[src/rtl/demux1to2_stream.sv]
// 1-to-2 stream demultiplexer with one registered entry per output channel,
// select-or-round-robin routing, and per-channel delivered-beat counters.
module demux1to2_stream #(
    parameter int WIDTH = 8,
    parameter int CNTW  = 4
) (
    input  logic             clk,
    input  logic             rst_n,
    input  logic [WIDTH-1:0] i,
    input  logic             i_valid,
    input  logic             s,
    input  logic             alt,
    output logic             i_ready,
    output logic [WIDTH-1:0] o0,
    output logic [WIDTH-1:0] o1,
    output logic             o0_valid,
    output logic             o1_valid,
    input  logic             o0_ready,
    input  logic             o1_ready,
    output logic [CNTW-1:0]  cnt0,
    output logic [CNTW-1:0]  cnt1
);

    logic [WIDTH-1:0] data_q [2];
    logic [WIDTH-1:0] data_d [2];
    logic [CNTW-1:0]  cnt_q  [2];
    logic [CNTW-1:0]  cnt_d  [2];
    logic [1:0]       valid_q, valid_d;
    logic             rr_q, rr_d;

    logic       dsel;
    logic [1:0] sink_ready;
    logic [1:0] drain;
    logic       accept;

    assign dsel       = alt ? rr_q : s;
    assign sink_ready = {o1_ready, o0_ready};
    assign drain      = valid_q & sink_ready;

    // The selected entry can take a beat if it is empty or emptying this edge.
    assign i_ready = ~valid_q[dsel] | sink_ready[dsel];
    assign accept  = i_valid & i_ready;

    // NOTE: every next-state value is defaulted to its current value first, so
    // no path through this block leaves a variable unassigned and infers a latch.
    always_comb begin
        valid_d = valid_q;
        data_d  = data_q;
        cnt_d   = cnt_q;
        rr_d    = rr_q;

        for (int n = 0; n < 2; n++) begin
            if (drain[n]) begin
                valid_d[n] = 1'b0;
                cnt_d[n]   = cnt_q[n] + 1'b1;
            end
        end

        // A reload on the same edge as a drain wins: the entry stays valid.
        if (accept) begin
            valid_d[dsel] = 1'b1;
            data_d[dsel]  = i;
            if (alt) begin
                rr_d = ~rr_q;
            end
        end
    end

    // NOTE: state registers use non-blocking assignments so every flop samples
    // the pre-edge values; the data entries are reset too because o0/o1 must
    // read zero while in reset, not merely be qualified by their valids.
    always_ff @(posedge clk or negedge rst_n) begin
        if (!rst_n) begin
            valid_q <= '0;
            rr_q    <= 1'b0;
            for (int n = 0; n < 2; n++) begin
                data_q[n] <= '0;
                cnt_q[n]  <= '0;
            end
        end else begin
            valid_q <= valid_d;
            rr_q    <= rr_d;
            for (int n = 0; n < 2; n++) begin
                data_q[n] <= data_d[n];
                cnt_q[n]  <= cnt_d[n];
            end
        end
    end

    assign o0       = data_q[0];
    assign o1       = data_q[1];
    assign o0_valid = valid_q[0];
    assign o1_valid = valid_q[1];
    assign cnt0     = cnt_q[0];
    assign cnt1     = cnt_q[1];

endmodule

[config.mk]
export PLATFORM = sky130hd
export DESIGN_NAME = demux1to2_stream
export DESIGN_NICKNAME = d
export VERILOG_FILES = /design/src/rtl/demux1to2_stream.sv
export SDC_FILE = /design/constraint.sdc
export NUM_CORES = 1
export LEC_CHECK = 0
export CAP_MARGIN = 20
export CORE_AREA = 2 2 56 58
export CTS_BUF_LIST = sky130_fd_sc_hd__clkbuf_4 sky130_fd_sc_hd__clkbuf_8
export CTS_CLUSTER_DIAMETER = 60
export DETAILED_ROUTE_END_ITERATION = 6
export DIE_AREA = 0 0 58 60
export PLACE_DENSITY = 0.72
export SLEW_MARGIN = 20
export SYNTH_ARGS = -nofsm -noshare
export SYNTH_HDL_FRONTEND = slang
export SYNTH_SLANG_ARGS = --single-unit
[constraint.sdc]
create_clock -name clk -period 1.5 [get_ports clk]
set_clock_uncertainty 0.1 [all_clocks]
set_input_delay 0.15 -clock clk [delete_from_list [all_inputs] [get_ports clk]]
set_output_delay 0.15 -clock clk [all_outputs]
set_load 0.01 [all_outputs]
==> out/metrics.cfg, run 1 <==
[outcome]
outcome=finished with violations
violations=negative setup slack

[routing]
vias_per_cell=4.83
wire_per_inst_microns=14.1
postRouteAntennaNets=0
route.detailed.drc=0
routed_wl_microns=2400
dr.pass1.iters=4
drtIter0Drc=6
num_vias=821

[pwr]
power_switching_uw=898
p_int_uw=1980
p_leak_uw=0.000916
switching_share_pct=31.2
comb_power_share_pct=48.5
vdd_drop_max_v=0.000993
p_seq_share_pct=40.0
p_clk_share_pct=11.5
power.density_nw_per_um2=1620

[synthesis]
synth_edf_count=0
synth-async-reset-ratio_pct=100
yosys-top-cells-area=dfrtp_1 62%, mux2_2 15%, mux2_4 5.5%
synth_xor_area_share_pct=4.79
yosysTopAreaCell=dfrtp_1
yosys.area_share.simple_pct=7.76
post_synth_inst_count=71
syn_avg_cell_area_sq_um=15.4
syn_nets=88
ys_types=15
synth_compound_area_share_pct=1.37
synth_top_flop_cell=dfrtp_1
synthAdderAreaFrac_pct=2.28
yosys-mux-area-fraction_pct=22.1
synth_top_family_by_area=multiplexers
synth_area_sq_um=1100
synth_most_common_cell=dfrtp_1
synthTopCellsByCount=27 x dfrtp_1, 15 x mux2_2
ys_seq_area_share_pct=61.6
synth_top_area_share_pct=61.6
synth-seq-cells=27
ys_warn_count=0

[setup_path]
regToRegStartpoint=rr_q
path_max_fanout=2
cp-end-kind=output port
cp.arrival_ns=1.41
regToRegSetupSlack_ns=-0.06
worst_r2r_endpoint=o1[0]
critPathRequiredTime_ns=1.25
critPathLaunchType=register
ff2ff_path_depth=4
crit_type=register to output port

[global_route]
track_usage_pct=15.5
antenna_found_initial=0
grt_busiest_layer=met2
overflow=0
grt_pass1_vias=833
grt.met2_usage_pct=26.8
met1_usage_pct=18.8
grt_max_degree=28
met3_usage_pct=3.46
grt_pass1_wl_microns=4020

[floorplan]
dieArea_sq_um=3480
rows=20
fp.dieW_microns=58
core_area_sq_um=2900
fp.dieH_microns=60
io_pins=42
start_util_pct=37.8

[timing]
fin_ws_ns=-0.158
fmax_mhz=603
setup_viol=9
min_period_ns=1.66
rsz0062_at_grt=true
hold_violations=0
tightest_slew_ns=0.484
final.period_utilization_pct=111
slew_headroom_pct=67.6
report.final.slew_viol_count=0

[cts]
path_clk_slew_ns=0.14
cts_tree=built
clk_latency_ns=0.33
cts.sinks=27
clock_path_buffers=2
cts_root_buffer=clkbuf_4
numCtsBuffers=3
htreeDepth=1

[placement]
pre_cts_ws_ns=-0.488
place.gp.congestion=0.694
place_area_sq_um=1600
dp_hpwl_microns=1560
portBuffers=41

[worst_hold_path]
holdCritPathClass=input port to asynchronous set/reset pin

[layout]
fill_cells=254
nets=155
fin_area_sq_um=1780
diodes=0
drive_gt1_share_pct=35.0
syn_to_final_growth_pct=62.7

[job]
cap_violations=0

[sequential cells by signal, summed over array words and instances (netlist names)]
register	count
cnt0	4
valid_q	2
rr_q	1
o0	8
o1	8
cnt1	4
[what timing repair did]
action	in CTS	in global routing
setup endpoints to repair	38	25
resized for setup	30	9
buffers inserted	9	3
cloned	1	1
hold buffers	0	0
pin swaps	0	1
[cell families (layout without fill, tap and decap cells)]
logic type / Yosys count / in the layout
flip-flops: 27 / 27
multiplexers: 20 / 20
AND/OR/NAND/NOR: 14 / 16
XOR/XNOR: 6 / 6
adder cells (fa/ha/maj): 2 / 2
AO/OA/AOI/OAI: 2 / 2
buffers and inverters: 0 / 64
[metrics by stage]
stage	util, %	setup TNS [ns]	total power (uW)	std cells	hold WS, ns
2_1_floorplan	-	0	1740	71	-0.246
3_3_place_gp	55.1	-5.65	2450	152	0.356
3_5_place_dp	55.1	-6.30	2480	152	0.357
4_1_cts	59.4	-0.233	2910	166	0.0735
5_1_grt	61.4	-0.882	3090	170	0.0979
6_report	61.4	-0.519	2880	170	0.0749
[per-layer routing]
layer  routed length, microns  up-vias
li1                         -      389
met3                      158        3
met1                      991      403
met5                        0        -
met4                       31        0
met2                     1220       26
[power groups by stage]
stage               Combinational, uW  Clock (uW)  Sequential (uW)
global placement                 1240           0             1220
CTS                              1390         352             1160
floorplan                         393           0             1340
finish                           1400         333             1150
detailed placement               1250           0             1230
global route                     1520         370             1200
[layout by cell type, fill, tap and decap left out, drive strengths merged, types with 4 or more instances in the layout]
cell	n
buf	20
clkbuf	4
clkdlybuf4s50	14
dfrtp	27
dlygate4sd2	18
dlymetal6s2s	8
mux2	19
nand2	4
nand3	6
xnor2	4
[critical path, cell delays in order (launching register included)]
cell	delay, ns
dfrtp_1	0.42
mux2i_2	0.22
mux2_4	0.33
buf_6	0.12
[worst max path at each step]
stage               from       to  slack [ns]  cells after the start
floorplan           rr_q    o1[0]        0.11                      3
global placement     alt  i_ready       -0.46                      4
detailed placement   alt  i_ready       -0.49                      4
CTS                 rr_q  i_ready       -0.16                      3
global route        rr_q  i_ready       -0.19                      3
finish              rr_q  i_ready       -0.16                      3
[final cells by class]
| type | count | area, sq um | area share (%) |
|---|---|---|---|
| Clock buffer | 4 | 30.0 | 1.68 |
| Multi-Input combinational cell | 46 | 484 | 27.2 |
| Tap cell | 33 | 41.3 | 2.32 |
| Timing Repair Buffer | 60 | 552 | 30.9 |
| Sequential cell | 27 | 676 | 37.9 |
Note: power is estimated with default switching activity, not from simulation.
==> run 2: changes to the inputs <==
--- a/config.mk
+++ b/config.mk
@@ -6,12 +6,12 @@
 export NUM_CORES = 1
 export LEC_CHECK = 0
 export CAP_MARGIN = 20
-export CORE_AREA = 2 2 56 58
+export CORE_AREA = 2 2 53 55
 export CTS_BUF_LIST = sky130_fd_sc_hd__clkbuf_4 sky130_fd_sc_hd__clkbuf_8
 export CTS_CLUSTER_DIAMETER = 60
 export DETAILED_ROUTE_END_ITERATION = 6
-export DIE_AREA = 0 0 58 60
-export PLACE_DENSITY = 0.72
+export DIE_AREA = 0 0 55 57
+export PLACE_DENSITY = 0.8
 export SLEW_MARGIN = 20
 export SYNTH_ARGS = -nofsm -noshare
 export SYNTH_HDL_FRONTEND = slang
==> run 2 against run 1 <==
The run still ends with negative setup slack left. Critical path depth stayed put. Core utilization up 6.4 points. Largest power group unchanged. Critical path type unchanged. Die area is 9.9% lower. Count of clock-buffer cells in the layout is 1 lower. Sequential share of layout area grew 0.19 points. Hold slack about the same.
==> out/metrics.cfg, run 2 (synthesized netlist as in run 1, its figures left out) <==
[cts]
clk_latency_ns=0.33
cts_root_buffer=clkbuf_4
cts.sinks=27
clock_path_buffers=2
numCtsBuffers=3
path_clk_slew_ns=0.15
holdBufCountCts=0
htreeDepth=1
cts_tree=built

[pwr]
power.density_nw_per_um2=1610
p_leak_uw=0.000934
vdd_drop_max_v=0.00123

[setup_path]
crit_type=register to output port
path_max_fanout=2
ff2ff_path_depth=4
critPathRequiredTime_ns=1.25
regToRegStartpoint=rr_q
worst_r2r_endpoint=o1[4]
cp-end-kind=output port
critPathLaunchType=register
regToRegSetupSlack_ns=-0.06
cp.arrival_ns=1.42

[global_route]
overflow=0
grt_max_degree=28
antenna_found_initial=0
track_usage_pct=16.3
grt_pass1_wl_microns=3770
grt_pass1_vias=818

[routing]
routed_wl_microns=2310
num_vias=805
postRouteAntennaNets=0
vias_per_cell=4.85
drtIter0Drc=5
route.detailed.drc=0
wire_per_inst_microns=13.9
dr.pass1.iters=4

[timing]
setup_viol=9
rsz0062_at_grt=true
fmax_mhz=599
tightest_slew_ns=0.471
min_period_ns=1.67
slew_headroom_pct=68.5
report.final.slew_viol_count=0
final.period_utilization_pct=111
hold_violations=0
finalSetupTns_ns=-0.522
whs_ns=0.0749
fin_ws_ns=-0.170

[layout]
layout_commonest_cell=dfrtp_1
diodes=0
drive_gt1_share_pct=34.1
syn_to_final_growth_pct=61.9
nets=153
final_cell_mix=27 x dfrtp_1, 17 x buf_4, 15 x dlygate4sd2_1

[floorplan]
rows=19
dieArea_sq_um=3140
fp.dieW_microns=55
core_area_sq_um=2620
io_pins=42
fp.dieH_microns=57
start_util_pct=41.9

[placement]
place.gp.congestion=0.649
portBuffers=41
dp_hpwl_microns=1510

[outcome]
violations=negative setup slack
outcome=finished with violations

[worst_hold_path]
holdCritPathClass=input port to asynchronous set/reset pin

[job]
cap_violations=0

## run 2: cell count changes in the layout (fill, tap and decap cells not counted)
cell / delta
clkbuf_4: -1
dlygate4sd2_1: -3
buf_4: -2
dlymetal6s2s_1: +3
clkinv_2: +1
## run 2: how the worst max path moves through the flow
stage                     depth (start not counted)  start  slack [ns]      end
final                                             3   rr_q       -0.17  i_ready
after global routing                              3   rr_q       -0.22  i_ready
after CTS                                         3   rr_q       -0.17  i_ready
after detailed placement                          4    alt       -0.51  i_ready
after global placement                            4    alt       -0.51  i_ready
after floorplan                                   3   rr_q        0.11    o1[0]
## run 2: critical path: stages, from the launching register on
cell	delay, ns
dfrtp_1	0.42
mux2i_2	0.23
mux2_4	0.33
buf_6	0.12
## run 2: area by class of cell
cell class                      instances  area [sq um]
Fill cell                             213           841
Sequential cell                        27           676
Timing Repair Buffer                   58           548
Multi-Input combinational cell         46           484
Tap cell                               31          38.8
Clock buffer                            3          22.5
Clock inverter                          1          5.00
## run 2: per-layer routing
layer / global-route usage [%] / up-vias / wire length [microns]
li1: - / 384 / -
met1: 22.6 / 391 / 977
met2: 25.5 / 28 / 1130
met3: 4.97 / 2 / 182
met4: 3.14 / 0 / 21
met5: 0 / - / 0
## run 2: what timing repair did
action	in CTS	in global routing
buffers inserted	8	3
cloned	1	1
endpoints found under the setup margin	35	28
hold endpoints to repair	0	0
resized for setup	27	12
pin swaps	0	0
## run 2: metrics by stage
step | instances | cell area (sq um) | util (%) | setup slack [ns] | power, uW
floorplan | 71 | 1100 | - | 0.112 | 1740
global placement | 150 | 1600 | 61.1 | -0.506 | 2440
detailed placement | 150 | 1600 | 61.1 | -0.506 | 2480
CTS | 163 | 1710 | 65.6 | -0.167 | 2890
global route | 166 | 1770 | 67.8 | -0.221 | 3050
finish | 166 | 1770 | 67.8 | -0.170 | 2860
## run 2: power by group
| part | internal, uW | total, uW | leakage, uW | switching (uW) |
|---|---|---|---|---|
| logic | 845 | 1390 | 0.000597 | 541 |
| registers | 1010 | 1160 | 0.000319 | 147 |
| clock network | 100 | 316 | 0.0000177 | 216 |
| total | 1950 | 2860 | 0.000934 | 904 |
